**src/rtl/aes_stream_adapter.sv**
```systemverilog
// Stream adapter for the AES decrypt core: gathers IN_W-bit ciphertext words into
// 128-bit blocks for the core and serialises each 128-bit plaintext into OUT_W-bit beats.
//
// state | meaning
// IDLE  | no result held; ready to capture core_pt
// SER   | emitting beats of the captured result, MSB beat first
module aes_stream_adapter #(
  parameter int IN_W  = 8,
  parameter int OUT_W = 64,
  parameter int CNT_W = 16
) (
  input  logic             clk,
  input  logic             rst,
  input  logic             flush,
  input  logic [IN_W-1:0]  s_data,
  input  logic             s_vld,
  output logic             s_rdy,
  output logic [127:0]     core_ct,
  output logic             core_ct_vld,
  input  logic             core_ct_rdy,
  input  logic [127:0]     core_pt,
  input  logic             core_pt_vld,
  output logic             core_pt_rdy,
  output logic [OUT_W-1:0] m_data,
  output logic             m_vld,
  input  logic             m_rdy,
  output logic             m_last,
  output logic [CNT_W-1:0] blk_in_cnt,
  output logic [CNT_W-1:0] blk_out_cnt
);

  localparam int NI = 128 / IN_W;
  localparam int NO = 128 / OUT_W;
  localparam int IW = (NI > 1) ? $clog2(NI) : 1;
  localparam int OW = (NO > 1) ? $clog2(NO) : 1;

  // ---------------- input gather ----------------
  logic [IW-1:0] in_idx;
  logic [127:0]  gat_q;
  logic [127:0]  gat_shift;
  logic          s_acc;
  logic          ct_hs;
  logic          blk_done;

  generate
    if (IN_W == 128) begin : g_full_word
      assign gat_shift = s_data;
    end else begin : g_part_word
      assign gat_shift = {gat_q[127-IN_W:0], s_data};
    end
  endgenerate

  // core_ct_rdy feeds s_rdy combinationally so a block hand-off and the next
  // block's first word can share a cycle.
  assign s_rdy    = !rst && !flush && (!core_ct_vld || core_ct_rdy);
  assign s_acc    = s_vld && s_rdy;
  assign ct_hs    = core_ct_vld && core_ct_rdy;
  assign blk_done = s_acc && (in_idx == IW'(NI - 1));

  always_ff @(posedge clk) begin
    if (rst) begin
      in_idx      <= '0;
      gat_q       <= '0;
      core_ct     <= '0;
      core_ct_vld <= 1'b0;
      blk_in_cnt  <= '0;
    end else begin
      if (ct_hs) begin
        blk_in_cnt  <= blk_in_cnt + CNT_W'(1);
        core_ct_vld <= 1'b0;
      end
      if (s_acc) begin
        if (blk_done) begin
          core_ct     <= gat_shift;
          core_ct_vld <= 1'b1;
          in_idx      <= '0;
          gat_q       <= '0;
        end else begin
          gat_q  <= gat_shift;
          in_idx <= in_idx + IW'(1);
        end
      end else if (flush && !core_ct_vld) begin
        gat_q  <= '0;
        in_idx <= '0;
      end
    end
  end

  // ---------------- output serialiser ----------------
  typedef enum logic {ST_IDLE, ST_SER} state_t;

  state_t        state_q, state_d;
  logic [127:0]  res_q, res_d;
  logic [OW-1:0] idx_q, idx_d;
  logic          vld_q, vld_d;
  logic          last_q, last_d;
  logic          out_inc;
  logic          beat_hs;
  logic          end_hs;
  logic          pt_hs;

  assign beat_hs     = vld_q && m_rdy;
  assign end_hs      = beat_hs && last_q;
  assign core_pt_rdy = !rst && ((state_q == ST_IDLE) || end_hs);
  assign pt_hs       = core_pt_vld && core_pt_rdy;

  // res_q shifts left per beat, so the current beat always sits in the top bits.
  assign m_data = res_q[127 -: OUT_W];
  assign m_vld  = vld_q;
  assign m_last = last_q;

  always_comb begin
    state_d = state_q;
    res_d   = res_q;
    idx_d   = idx_q;
    vld_d   = vld_q;
    out_inc = 1'b0;
    case (state_q)
      ST_IDLE: begin
        if (pt_hs) begin
          state_d = ST_SER;
          res_d   = core_pt;
          idx_d   = '0;
          vld_d   = 1'b1;
        end
      end
      ST_SER: begin
        if (beat_hs) begin
          if (last_q) begin
            out_inc = 1'b1;
            idx_d   = '0;
            if (pt_hs) begin
              res_d = core_pt;
            end else begin
              state_d = ST_IDLE;
              vld_d   = 1'b0;
            end
          end else begin
            res_d = res_q << OUT_W;
            idx_d = idx_q + OW'(1);
          end
        end
      end
      default: begin
        state_d = ST_IDLE;
        vld_d   = 1'b0;
      end
    endcase
    last_d = vld_d && (idx_d == OW'(NO - 1));
  end

  always_ff @(posedge clk) begin
    if (rst) begin
      state_q     <= ST_IDLE;
      res_q       <= '0;
      idx_q       <= '0;
      vld_q       <= 1'b0;
      last_q      <= 1'b0;
      blk_out_cnt <= '0;
    end else begin
      state_q <= state_d;
      res_q   <= res_d;
      idx_q   <= idx_d;
      vld_q   <= vld_d;
      last_q  <= last_d;
      if (out_inc) blk_out_cnt <= blk_out_cnt + CNT_W'(1);
    end
  end

endmodule
```
**config.mk**
```make
export PLATFORM = sky130hd
export DESIGN_NAME = aes_stream_adapter
export DESIGN_NICKNAME = d
export VERILOG_FILES = /design/src/rtl/aes_stream_adapter.sv
export SDC_FILE = /design/constraint.sdc
export NUM_CORES = 1
export LEC_CHECK = 0
export ABC_AREA = 0
export BUFFER_PORTS_ARGS = -buffer_cell sky130_fd_sc_hd__buf_2
export CAP_MARGIN = 20
export CORE_MARGIN = 1.5
export CORE_UTILIZATION = 55
export CTS_BUF_LIST = sky130_fd_sc_hd__clkbuf_4
export DETAILED_ROUTE_END_ITERATION = 6
export GPL_ROUTABILITY_DRIVEN = 0
export GPL_TIMING_DRIVEN = 0
export PLACE_DENSITY = 0.82
export SLEW_MARGIN = 20
export SYNTH_ARGS = -nofsm -noshare
export SYNTH_HDL_FRONTEND = slang
export SYNTH_SLANG_ARGS = --single-unit
```
**constraint.sdc**
```tcl
create_clock -name clk -period 2.15 [get_ports clk]
set_input_delay 0.1075 -clock clk [delete_from_list [all_inputs] [get_ports clk]]
set_output_delay 0.1075 -clock clk [all_outputs]
set_load 0.02 [all_outputs]
```
==> results.sh <==
export IMPL_grt_max_degree=17
export IMPL_hp_class="input port to flop"
export IMPL_grt_overflow=0
export IMPL_synthSimpleGateAreaFrac_pct=16.3
export IMPL_cp_arrival_ns=2.82
export IMPL_power_density_nw_per_um2=789
export IMPL_routed_via_count=16100
export IMPL_violations="negative setup slack"
export IMPL_grtUsageMet1_pct=39.9
export IMPL_clockRootBuffer="clkbuf_4"
export IMPL_postRouteAntennaNets=0
export IMPL_synth_compound_area_share_pct=17.3
export IMPL_first_pass_iters=7
export IMPL_p_total_mw=16.3
export IMPL_fin_hold_ws_ns=0.0619
export IMPL_synth_seq_cells=417
export IMPL_yosysSeqAreaShare_pct=53.3
export IMPL_yosysUniqueCellTypes=41
export IMPL_fin_area_um2=20700
export IMPL_clock_skew_ns=0.0538
export IMPL_num_fill_cells=1900
export IMPL_setup_viol=1
export IMPL_gr_usage_met2_pct=57.4
export IMPL_relSlewSlack_pct=43.3
export IMPL_die_y_um=172
export IMPL_vdd_ir_drop_worst_v=0.000521
export IMPL_grt_use_total_pct=36.3
export IMPL_syn_avg_cell_area_um2=8.96
export IMPL_final_cell_mix="buf_2 (433), dfxtp_1 (417), nor2_1 (277), nand2_1 (270), a22oi_1 (187)"
export IMPL_yosys_area_share_xor_xnor_pct=1.06
export IMPL_fin_nets=2511
export IMPL_critPathKind="flop to flop"
export IMPL_clock_path_buffers=3
export IMPL_hold_viol_final=0
export IMPL_dp_hpwl_um=33200
export IMPL_core_um2=27900
export IMPL_drc=0
export IMPL_cp_start_kind="flop"
export IMPL_syn_num_nets=1893
export IMPL_crit_required_ns=2.81
export IMPL_start_util_pct=56.2
export IMPL_grt_pass1_vias=15400
export IMPL_area_growth_pct=32.0
export IMPL_synthArstFlopShare_pct=0
export IMPL_fmax_mhz=463
export IMPL_die_area_um2=29500
export IMPL_cts_tree="built"
export IMPL_cts_num_sinks=417
export IMPL_cts_buffers=102
export IMPL_syn_inst=1747
export IMPL_die_x_um=172
export IMPL_top_usage_layer="met2"
export IMPL_place_area_um2=18000
export IMPL_synth_top_family_by_area="compound AO/OA/AOI/OAI gates"
export IMPL_preCtsSetupSlack_ns=-0.247
export IMPL_setup_tns_ns=-0.0107
export IMPL_wire_per_inst_um=19.7
export IMPL_finalCritPeriodShare_pct=100
export IMPL_muxShareOfSynthArea_pct=4.44
export IMPL_portBuffers=371
export IMPL_final_common_cell="buf_2"
export IMPL_maxCapViolCount=0
export IMPL_worst_slack_ns=-0.0107
export IMPL_path_max_fanout=10
export IMPL_htree_levels=3
export IMPL_antenna_found_initial=10
export IMPL_grt_pass1_wl_um=82300
export IMPL_end_kind="flop"
export IMPL_period_minus_slack_ns=2.16
export IMPL_clock_latency_ns=0.75
export IMPL_grt_use_met3_pct=15.6
export IMPL_synth_fa_ha_area_share_pct=0.240
export IMPL_row_count=61
export IMPL_drive_above_1_share_pct=27.9
export IMPL_routed_via_density=5.74
export IMPL_synth_edf_count=0
export IMPL_drt_first_iter_violations=1811
export IMPL_status="finished, violations left"
export IMPL_p_leak_nw=8.99
export IMPL_finalMaxSlewViolations=0
export IMPL_syn_area_um2=15700
export IMPL_path_clk_slew_ns=0.07
export IMPL_worstMarginPinSlew_ns=0.851
export IMPL_num_io_pins=372
export IMPL_yosysWarnings=0
export IMPL_wl_um=55200
export IMPL_synth_main_ff_cell="dfxtp_1"
[logic make-up after synthesis]
| group | Yosys count |
|---|---|
| xor gates and xnor gates | 19 |
| buffers and inverters | 209 |
| DFF | 417 |
| AOI/OAI and AO/OA | 408 |
| and+or+nand+nor | 622 |
| muxes | 69 |
| adders and majority gates | 3 |
[flip-flops by register name, summed over array words and instances, names as in the netlist]
name,flops
res_q,128
blk_out_cnt,16
blk_in_cnt,16
in_idx,4
core_ct,128
core_ct_vld,1
m_vld,1
m_last,1
gat_q,120
idx_q,1
state_q,1
[Yosys cell counts (3+ instances only)]
cell | instances | area [µm²]
xor2_1 | 11 | 96.3
nand3_1 | 15 | 75.1
nand3b_1 | 3 | 22.5
a22o_1 | 3 | 26.3
nor2_1 | 277 | 1040
nand4_1 | 13 | 81.3
mux2_2 | 3 | 33.8
ha_1 | 3 | 37.5
nor3_1 | 9 | 45.0
buf_2 | 61 | 305
a211oi_1 | 64 | 480
a21oi_1 | 146 | 731
and4_1 | 5 | 43.8
clkbuf_1 | 66 | 248
nor2b_1 | 6 | 37.5
dfxtp_1 | 417 | 8350
and3_1 | 4 | 25.0
a22oi_1 | 187 | 1400
xnor2_1 | 8 | 70.1
nand2_1 | 270 | 1010
nand2b_1 | 5 | 31.3
nor4_1 | 3 | 18.8
buf_4 | 75 | 563
mux2i_1 | 65 | 651
inv_1 | 6 | 22.5
[routing by layer]
| metal | vias to the layer above | routed length, µm |
|---|---|---|
| met5 | - | 71 |
| met4 | 10 | 3480 |
| met3 | 324 | 6220 |
| met2 | 1013 | 24900 |
| met1 | 7516 | 20600 |
| li1 | 7253 | - |
[metrics by stage]
step                utilization, %  instances
floorplan                        -       1747
global placement              64.5       2496
CTS                           74.1       2800
detailed placement            64.5       2496
finish                        74.2       2806
global route                  74.1       2803
[layout make-up]
cell class	instances	area, µm²	area share (%)
buffer	202	1120	5.43
multi-input combinational	1121	6170	29.9
sequential	417	8350	40.4
tap	378	473	2.29
inverter	6	22.5	0.109
clock inverter	21	160	0.775
antenna	6	15.0	0.0727
clock buffer	140	1050	5.09
timing repair buffer	515	3300	16.0
[repair_timing]
item	4_1_cts	5_1_grt
gates resized for setup	2	9
setup endpoints to repair	108	9
hold buffers	144	0
buffers inserted	0	0
endpoints found under the hold margin	189	0
[worst paths after layout]
kind | slack (ns) | from | depth (start not counted) | end
worst max-delay path | -0.01 | m_vld | 6 | res_q[109]
worst min-delay path | 0.06 | rst | 5 | in_idx[2]
worst max register to register | -0.01 | m_vld | 6 | res_q[109]
worst min register to register | 0.45 | core_ct[19] | 2 | core_ct[19]
[power by group]
part           internal [mW]  switching (mW)  total (mW)
registers               7.91           0.136        8.04
clock network           3.23            3.15        6.38
logic                  0.771            1.11        1.88
[critical path, stage by stage (launching register included)]
cell and delay [ns]:
dfxtp_1 0.49, nand2_1 0.19, a22oi_1 0.27, buf_2 0.30, buf_2 0.32, nor2_1 0.22
a211oi_1 0.31
(Power assumes the default switching activity.)
